[src/rtl/regfile_pkg.sv]
// Shared types and defaults for the RegFile command-side master.
package regfile_pkg;

    localparam int unsigned ADDR_W_DEF = 6;
    localparam int unsigned DATA_W_DEF = 32;
    localparam int unsigned DEPTH_DEF  = 64;
    localparam logic [31:0] INIT_VAL_DEF = 32'h0000_0000;

    typedef enum logic [2:0] {
        StInit,
        StIdle,
        StWr,
        StRd,
        StResp
    } state_e;

    function automatic logic addr_in_range(input int unsigned addr, input int unsigned depth);
        return addr < depth;
    endfunction

endpackage

[src/rtl/regfile_init_seq.sv]
// Post-reset clear sweep: walks addresses 0..DEPTH-1 once and flags completion.
module regfile_init_seq
    import regfile_pkg::*;
#(
    parameter int unsigned ADDR_W = ADDR_W_DEF,
    parameter int unsigned DEPTH  = DEPTH_DEF
) (
    input  logic              CLK,
    input  logic              RST,
    input  logic              en,
    output logic [ADDR_W-1:0] addr,
    output logic              done
);

    // One extra bit so the counter can park at DEPTH after the last write.
    logic [ADDR_W:0] cnt_q;

    assign addr = cnt_q[ADDR_W-1:0];
    assign done = (cnt_q == (ADDR_W + 1)'(DEPTH));

    always_ff @(posedge CLK) begin
        if (RST) begin
            cnt_q <= '0;
        end else if (en && !done) begin
            cnt_q <= cnt_q + 1'b1;
        end
    end

endmodule

[src/rtl/regfile_access_ctrl.sv]
// Command-side RegFile master: clears the RegFile after reset, then serves
// single-outstanding reads and pipelined writes over valid/ready ports.
module regfile_access_ctrl
    import regfile_pkg::*;
#(
    parameter int unsigned       ADDR_W   = ADDR_W_DEF,
    parameter int unsigned       DATA_W   = DATA_W_DEF,
    parameter int unsigned       DEPTH    = DEPTH_DEF,
    parameter logic [DATA_W-1:0] INIT_VAL = DATA_W'(INIT_VAL_DEF)
) (
    input  logic              CLK,
    input  logic              RST,
    output logic              init_done,
    input  logic              cmd_valid,
    output logic              cmd_ready,
    input  logic              cmd_write,
    input  logic [ADDR_W-1:0] cmd_ra1,
    input  logic [ADDR_W-1:0] cmd_ra2,
    input  logic [ADDR_W-1:0] cmd_wa,
    input  logic [DATA_W-1:0] cmd_wd,
    output logic              rsp_valid,
    input  logic              rsp_ready,
    output logic [DATA_W-1:0] rsp_rd1,
    output logic [DATA_W-1:0] rsp_rd2,
    output logic [ADDR_W-1:0] rf_RA1,
    output logic [ADDR_W-1:0] rf_RA2,
    output logic [ADDR_W-1:0] rf_WA,
    output logic [DATA_W-1:0] rf_WD,
    output logic              rf_WE1,
    input  logic [DATA_W-1:0] rf_RD1,
    input  logic [DATA_W-1:0] rf_RD2
);

    state_e state_q, state_d;

    logic              init_done_d;
    logic              rsp_valid_d;
    logic [DATA_W-1:0] rsp_rd1_d, rsp_rd2_d;
    logic [ADDR_W-1:0] ra1_d, ra2_d, wa_d;
    logic [DATA_W-1:0] wd_d;
    logic              we_d;
    logic              ra1_oob_q, ra1_oob_d;
    logic              ra2_oob_q, ra2_oob_d;

    logic [ADDR_W-1:0] sweep_addr;
    logic              sweep_done;

    regfile_init_seq #(
        .ADDR_W (ADDR_W),
        .DEPTH  (DEPTH)
    ) u_init_seq (
        .CLK  (CLK),
        .RST  (RST),
        .en   (state_q == StInit),
        .addr (sweep_addr),
        .done (sweep_done)
    );

    assign cmd_ready = (state_q == StIdle) || (state_q == StWr);

    always_comb begin
        state_d     = state_q;
        init_done_d = init_done;
        rsp_valid_d = rsp_valid;
        rsp_rd1_d   = rsp_rd1;
        rsp_rd2_d   = rsp_rd2;
        ra1_d       = rf_RA1;
        ra2_d       = rf_RA2;
        wa_d        = rf_WA;
        wd_d        = rf_WD;
        we_d        = 1'b0;
        ra1_oob_d   = ra1_oob_q;
        ra2_oob_d   = ra2_oob_q;

        unique case (state_q)
            StInit: begin
                if (sweep_done) begin
                    state_d     = StIdle;
                    init_done_d = 1'b1;
                end else begin
                    we_d = 1'b1;
                    wa_d = sweep_addr;
                    wd_d = INIT_VAL;
                end
            end
            StIdle, StWr: begin
                if (cmd_valid) begin
                    if (cmd_write) begin
                        // Out-of-range writes are acknowledged but never strobe WE1.
                        state_d = StWr;
                        we_d    = addr_in_range(32'(cmd_wa), DEPTH);
                        wa_d    = cmd_wa;
                        wd_d    = cmd_wd;
                    end else begin
                        state_d   = StRd;
                        ra1_d     = cmd_ra1;
                        ra2_d     = cmd_ra2;
                        ra1_oob_d = !addr_in_range(32'(cmd_ra1), DEPTH);
                        ra2_oob_d = !addr_in_range(32'(cmd_ra2), DEPTH);
                    end
                end else begin
                    state_d = StIdle;
                end
            end
            StRd: begin
                rsp_rd1_d   = ra1_oob_q ? '0 : rf_RD1;
                rsp_rd2_d   = ra2_oob_q ? '0 : rf_RD2;
                rsp_valid_d = 1'b1;
                state_d     = StResp;
            end
            StResp: begin
                if (rsp_ready) begin
                    rsp_valid_d = 1'b0;
                    state_d     = StIdle;
                end
            end
            default: begin
                state_d = StInit;
            end
        endcase
    end

    always_ff @(posedge CLK) begin
        if (RST) begin
            state_q   <= StInit;
            init_done <= 1'b0;
            rsp_valid <= 1'b0;
            rsp_rd1   <= '0;
            rsp_rd2   <= '0;
            rf_RA1    <= '0;
            rf_RA2    <= '0;
            rf_WA     <= '0;
            rf_WD     <= '0;
            rf_WE1    <= 1'b0;
            ra1_oob_q <= 1'b0;
            ra2_oob_q <= 1'b0;
        end else begin
            state_q   <= state_d;
            init_done <= init_done_d;
            rsp_valid <= rsp_valid_d;
            rsp_rd1   <= rsp_rd1_d;
            rsp_rd2   <= rsp_rd2_d;
            rf_RA1    <= ra1_d;
            rf_RA2    <= ra2_d;
            rf_WA     <= wa_d;
            rf_WD     <= wd_d;
            rf_WE1    <= we_d;
            ra1_oob_q <= ra1_oob_d;
            ra2_oob_q <= ra2_oob_d;
        end
    end

endmodule

[config.mk]
export PLATFORM = sky130hd
export DESIGN_NAME = regfile_access_ctrl
export DESIGN_NICKNAME = d
export VERILOG_FILES = /design/src/rtl/regfile_pkg.sv /design/src/rtl/regfile_init_seq.sv /design/src/rtl/regfile_access_ctrl.sv
export SDC_FILE = /design/constraint.sdc
export NUM_CORES = 1
export LEC_CHECK = 0
export ABC_AREA = 1
export BUFFER_PORTS_ARGS = -buffer_cell sky130_fd_sc_hd__buf_2
export CAP_MARGIN = 10
export CORE_ASPECT_RATIO = 0.6
export CORE_MARGIN = 2
export CORE_UTILIZATION = 25
export DETAILED_ROUTE_END_ITERATION = 10
export SYNTH_ARGS = -nofsm -noshare
export SYNTH_HDL_FRONTEND = slang
export SYNTH_SLANG_ARGS = --single-unit
[constraint.sdc]
create_clock -name CLK -period 1.3 [get_ports CLK]
set_clock_uncertainty 0.05 [all_clocks]
set_input_delay 0.13 -clock CLK [delete_from_list [all_inputs] [get_ports CLK]]
set_output_delay 0.13 -clock CLK [all_outputs]
set_load 0.01 [all_outputs]
* After elaboration in Yosys (flattened, before gate mapping)
Index checks and enable logic that the tools add are counted.
** Storage, ports and cells
- Bits in registers :: 127
- Bits in latches :: 0
- Memory bits (writable) :: 0
- ROM bits :: 0
- Input bits :: 119
- Output and inout bits :: 118
- Word-level logic and storage cells :: 54
- Memories :: 0
** Cells by class
- $add $sub $neg :: 1
- Multipliers :: 0
- Div/mod/pow operators :: 0
- Order comparisons :: 0
- Equal/unequal tests :: 10
- Shift operators :: 0
- Mux-type cells :: 19
- Bitwise operators :: 1
- Reductions and logical operators :: 12
** Operator list (count)
- 2-to-1 mux 32 bit :: 3
- one-hot mux 32 bit (2 select lines) :: 1
- 2-to-1 mux 6 bit :: 3
- one-hot mux 3 bit (4 select lines) :: 1
- one-hot mux 6 bit (2 select lines) :: 1
- != test 2 bit (second input constant) :: 5
- 2-to-1 mux 3 bit :: 3
- adder 7 x 1 -> 7 bit (second input constant) :: 1
- == test 7 bit (second input constant) :: 1
- == test 3 x 2 -> 1 bit (second input constant) :: 2
- AND reduction 2 bit :: 3
- 2-to-1 mux 1 bit :: 5
- one-hot mux 1 bit (2 select lines) :: 2
- AND reduction 4 bit :: 1
- nonzero test 2 bit :: 2
- == test 3 x 1 -> 1 bit (second input constant) :: 1
- == test 3 bit (second input constant) :: 1
- zero test 3 bit :: 1
- AND reduction 3 bit :: 1
- OR reduction 2 bit :: 1
- logical AND 1 bit :: 1
- zero test 1 bit :: 1
- logical OR 1 bit :: 1
- inverter 1 bit :: 1

* Longest topological paths before layout
- Word-level depth :: 4
- Mapped depth :: 10
- Mapped depth without buffers :: 9

* By module
Synthesis repeated with hierarchy kept, for this count alone.
** Second synthesis, totals
- Cell total of the unflattened synthesis :: 645
- Area, all modules :: 4902.2 sq um
** Modules (own cells, without submodules)
- regfile_access_ctrl :: times used 1, cells each 571, area each 4399.2 sq um
- regfile_init_seq :: times used 1, cells each 74, area each 503.0 sq um

* Worst setup path after synthesis
OpenSTA, ideal clock, no wires.
- Path kind :: register -> register
- From :: reg u_init_seq.cnt_q[0]
- To :: reg u_init_seq.cnt_q[1]
- Setup time :: 0.116 ns
- Data arrival time :: 1.269 ns
- Required time :: 1.134 ns
- Slack :: -0.135 ns
- Stages on the path, launching flop included :: 10
- Buffers on the path :: 1
- Cells stage by stage :: dfxtp_1 > inv_1 > ha_1 > inv_1 > nor2_1 > nand3_1 > nand2_2 > buf_4 > o21ai_0 > nor2_1
** On the way
- Word-level cells in the longest chain between the ends :: 3
** Ends and longest elaborated chain
- start: declaration :: RTL line regfile_init_seq.sv:16 : logic [ADDR_W:0] cnt_q;
- start signal: assignment :: RTL line regfile_init_seq.sv:25 : cnt_q <= cnt_q + 1'b1;
- parallel branches: the longest is 3 deep, another holds adder 7 x 1 -> 7 bit
Parallel ways; which one is timed is not known.
A chain may end at the register's enable or synchronous reset.

* Final worst setup path
- From :: reg u_init_seq.cnt_q[0]
- To :: reg u_init_seq.cnt_q[2]
Same word-level chain as after synthesis.

==> impl_metrics.py <==
metrics = {
    "status": {
        "outcome": "finished, violations left",
        "violations": "negative setup slack",
    },
    "clocking": {
        "clk_latency_ns": 0.41,
        "cts_max_path_buffers": 2,
        "cts_made_buffers": 17,
        "clkSlewWorstSetupHoldPaths_ns": 0.06,
        "htreeDepth": 4,
        "cts_tree": "built",
        "cts_sinks": 127,
        "cts_root_buf": "clkbuf_16",
    },
    "worst_setup_path": {
        "crit_top_cell": "inv_2",
        "slowest_stage": "dfxtp_2",
        "rrSetupSlack_ns": -0.16,
        "critPathCapture": "u_init_seq.cnt_q[2]$_SDFFE_PP0P_",
        "crit_arrival_ns": 1.70,
        "regToRegEndpoint": "u_init_seq.cnt_q[2]$_SDFFE_PP0P_",
        "critPathMaxFanout": 7,
        "reg2reg_from": "u_init_seq.cnt_q[0]$_SDFFE_PP0P_",
        "critical_path.max_stage_delay_ns": 0.32,
        "endpoint_kind": "register",
        "cp-startpoint": "u_init_seq.cnt_q[0]$_SDFFE_PP0P_",
        "startpoint_type": "register",
        "crit_chain": "inv_2 -> ha_4 -> inv_2 -> nor2_4 -> nand3_4 -> nand2_8 -> clkinvlp_4 -> nand2_1 -> a21oi_2",
        "rr_worst_depth": 9,
        "crit_type": "reg -> reg",
        "required_ns": 1.54,
    },
    "timing": {
        "final.min_clock_period_ns": 1.460,
        "rsz0062_at_grt": "yes",
        "slew_headroom_pct": 77.32,
        "post-route-period-util_pct": 112.3,
        "hold_ws_ns": 0.09307,
        "worstMarginPinSlew_ns": 0.3402,
        "maxSlewViolCount": 0,
        "finalWorstSetupSlack_ns": -0.1597,
        "setup_viol": 84,
        "max_freq_mhz": 685.1,
        "hold_viol_final": 0,
    },
    "synthesis": {
        "synthesis.area_sq_mm": 0.004823,
        "ys_types": 25,
        "synthArstFlopShare_pct": 0,
        "synth_warnings": 0,
        "synth_xor_area_share_pct": 0.5447,
        "avgSynthCellArea_sq_um": 7.668,
        "yosys.area_share.adder_pct": 0.5188,
        "ys_seq_area_share_pct": 52.71,
        "synth_edf_count": 0,
        "synthFlopType": "dfxtp_1",
        "ys_ff_latch": 127,
        "synth_top_family_by_area": "simple AND/OR/NAND/NOR gates",
        "synthMuxAreaShare_pct": 0,
        "synthSimpleGateAreaFrac_pct": 26.61,
        "syn-num-nets": 750,
        "synth-compound-area-share_pct": 12.97,
        "syn_inst": 629,
    },
    "min_path": {
        "min-delay-start": "cmd_wa[4]",
        "hp-class": "in -> reg",
    },
    "placed_design": {
        "dp_cells": 1098,
        "pre_cts_slack_ns": -0.1663,
        "gp_congestion": 0.8359,
        "dpl-instance-area_sq_mm": 0.006410,
        "port_buffers": 236,
        "detailed_place_hpwl_um": 10340,
    },
    "cells_and_area": {
        "drive_above_1_share_pct": 42.39,
        "stdcell_count": 1265,
        "layout_common_cells": "buf_2 (235), dfxtp_1 (122), nor2_1 (120), dlygate4sd3_1 (110), nand2_1 (76)",
        "nets": 1128,
        "fin_area_sq_mm": 0.008986,
        "mostFrequentLayoutCell": "buf_2",
        "diodes": 0,
        "area_growth_syn_to_layout_pct": 86.30,
    },
    "grt": {
        "overflow": 0,
        "grt_pass1_wl_um": 28050,
        "groute.usage.overall_pct": 17.18,
        "antenna_found_initial": 0,
        "grt_start_max_net_pins": 61,
        "grt_pass1_vias": 5687,
    },
    "power": {
        "pwr-share-comb_pct": 7.6,
        "p_leak_nw": 4.085,
        "p_per_area_mw_per_mm2": 1016,
        "p_int_mw": 7.132,
        "p_clk_share_pct": 49.5,
        "power.share.sequential_pct": 42.9,
        "net-switching-power_mw": 1.998,
        "swShare_pct": 21.89,
        "ir_drop_mv": 0.8022,
    },
    "routing": {
        "firstDrtPassIters": 5,
        "vias": 5807,
        "routedWlPerCell_um": 15.72,
        "vias_per_cell": 4.591,
        "drc": 0,
        "wl_um": 19890,
        "drtIter0Drc": 233,
        "ant_nets": 0,
    },
    "floorplan": {
        "core-area_sq_mm": 0.01898,
        "ios": 237,
        "initial_core_util_pct": 25.41,
        "die_w_um": 183.3,
        "die_height_um": 111.6,
        "fp-row-count": 39,
        "die-area_sq_mm": 0.02046,
    },
    "job": {
        "maxCapViolCount": 0,
    },
}
-- power groups by stage --
stage          Clock, mW  Sequential (mW)  Combinational, mW
2_1_floorplan          0             4.01              0.106
3_3_place_gp           0             4.00              0.361
3_5_place_dp           0             4.00              0.359
4_1_cts             4.65             3.92              0.628
5_1_grt             4.83             3.91              0.745
6_report            4.52             3.91              0.695
-- what timing repair did --
item / in CTS / in global routing
hold endpoints to repair: 111 / 0
hold buffers: 110 / 0
setup buffers: 4 / 7
pin swaps: 10 / 41
resized for setup: 24 / 146
cloned: 2 / 14
setup endpoints to repair: 62 / 96
-- state kept, by name, indices dropped and copies added (netlist names) --
register and flops:
init_done 1, rf_RA1 6, rf_RA2 6, rf_WA 6, rf_WD 32, rf_WE1 1
rsp_rd1 32, rsp_rd2 32, rsp_valid 1, state_q 3, u_init_seq.cnt_q 7
-- synthesized netlist by cell type (4+ instances only) --
cell type / count / area (sq um)
buf_4: 11 / 82.58
clkbuf_1: 14 / 52.55
nand3_1: 56 / 280.3
inv_2: 4 / 15.01
nand4_1: 6 / 37.54
nand2_1: 85 / 319.1
buf_2: 16 / 80.08
nor2_1: 149 / 559.3
o21ai_0: 66 / 330.3
a21oi_1: 59 / 295.3
dfxtp_1: 127 / 2542
inv_1: 16 / 60.06
-- layer usage --
| layer | routed length [um] | track usage (%) | vias to the layer above |
|---|---|---|---|
| met5 | 0 | 0 | - |
| met4 | 274 | 5.387 | 0 |
| met3 | 1289 | 5.299 | 24 |
| met2 | 8850 | 27.65 | 222 |
| met1 | 9476 | 22.08 | 2747 |
| li1 | - | - | 2814 |
-- metrics by stage --
step                TNS [ns]  power, mW  utilization, %
floorplan             -1.045      4.113               -
CTS                   -4.897      9.197           43.08
detailed placement    -5.925      4.362           33.77
global route          -12.47      9.492           47.34
finish                -4.879      9.130           47.34
global placement      -3.215      4.363           33.77
-- how the worst min path moves through the flow --
stage	to	slack, ns	depth (start not counted)
4_1_cts	state_q[0]$_SDFFE_PP0P_	0.04	4
3_3_place_gp	rsp_rd2[21]$_SDFFE_PP0P_	0.30	3
3_5_place_dp	rsp_rd2[17]$_SDFFE_PP0P_	0.31	3
6_report	rf_WA[4]$_SDFFE_PP0P_	0.09	5
2_1_floorplan	rsp_rd1[0]$_SDFFE_PP0P_	0.21	2
5_1_grt	rf_WA[3]$_SDFFE_PP0P_	0.11	5
-- logic make-up after synthesis --
logic type | Yosys count
adder cells (fa/ha/maj) | 2
flip-flops | 127
AO/OA/AOI/OAI | 125
AND/OR/NAND/NOR | 307
buffers and inverters | 65
XOR/XNOR | 3
-- layout make-up --
cell class / instances / area (sq um)
inverters: 21 / 97.59
repair buffers: 402 / 3054
flip-flops and latches: 127 / 2556
multi-input cells: 438 / 2417
clock buffers: 25 / 495.5
clock inverters: 6 / 57.56
well taps: 246 / 307.8
fillers: 1782 / 9996
-- critical path: cells and delay by family, from the launching register on --
kind	cells	cell delay, ns
adders and majority gates	1	0.13
and+or+nand+nor	4	0.47
buffers and inverters	3	0.32
DFF	1	0.32
AOI/OAI and AO/OA	1	0.05
Power figures use the tool's default switching activity.
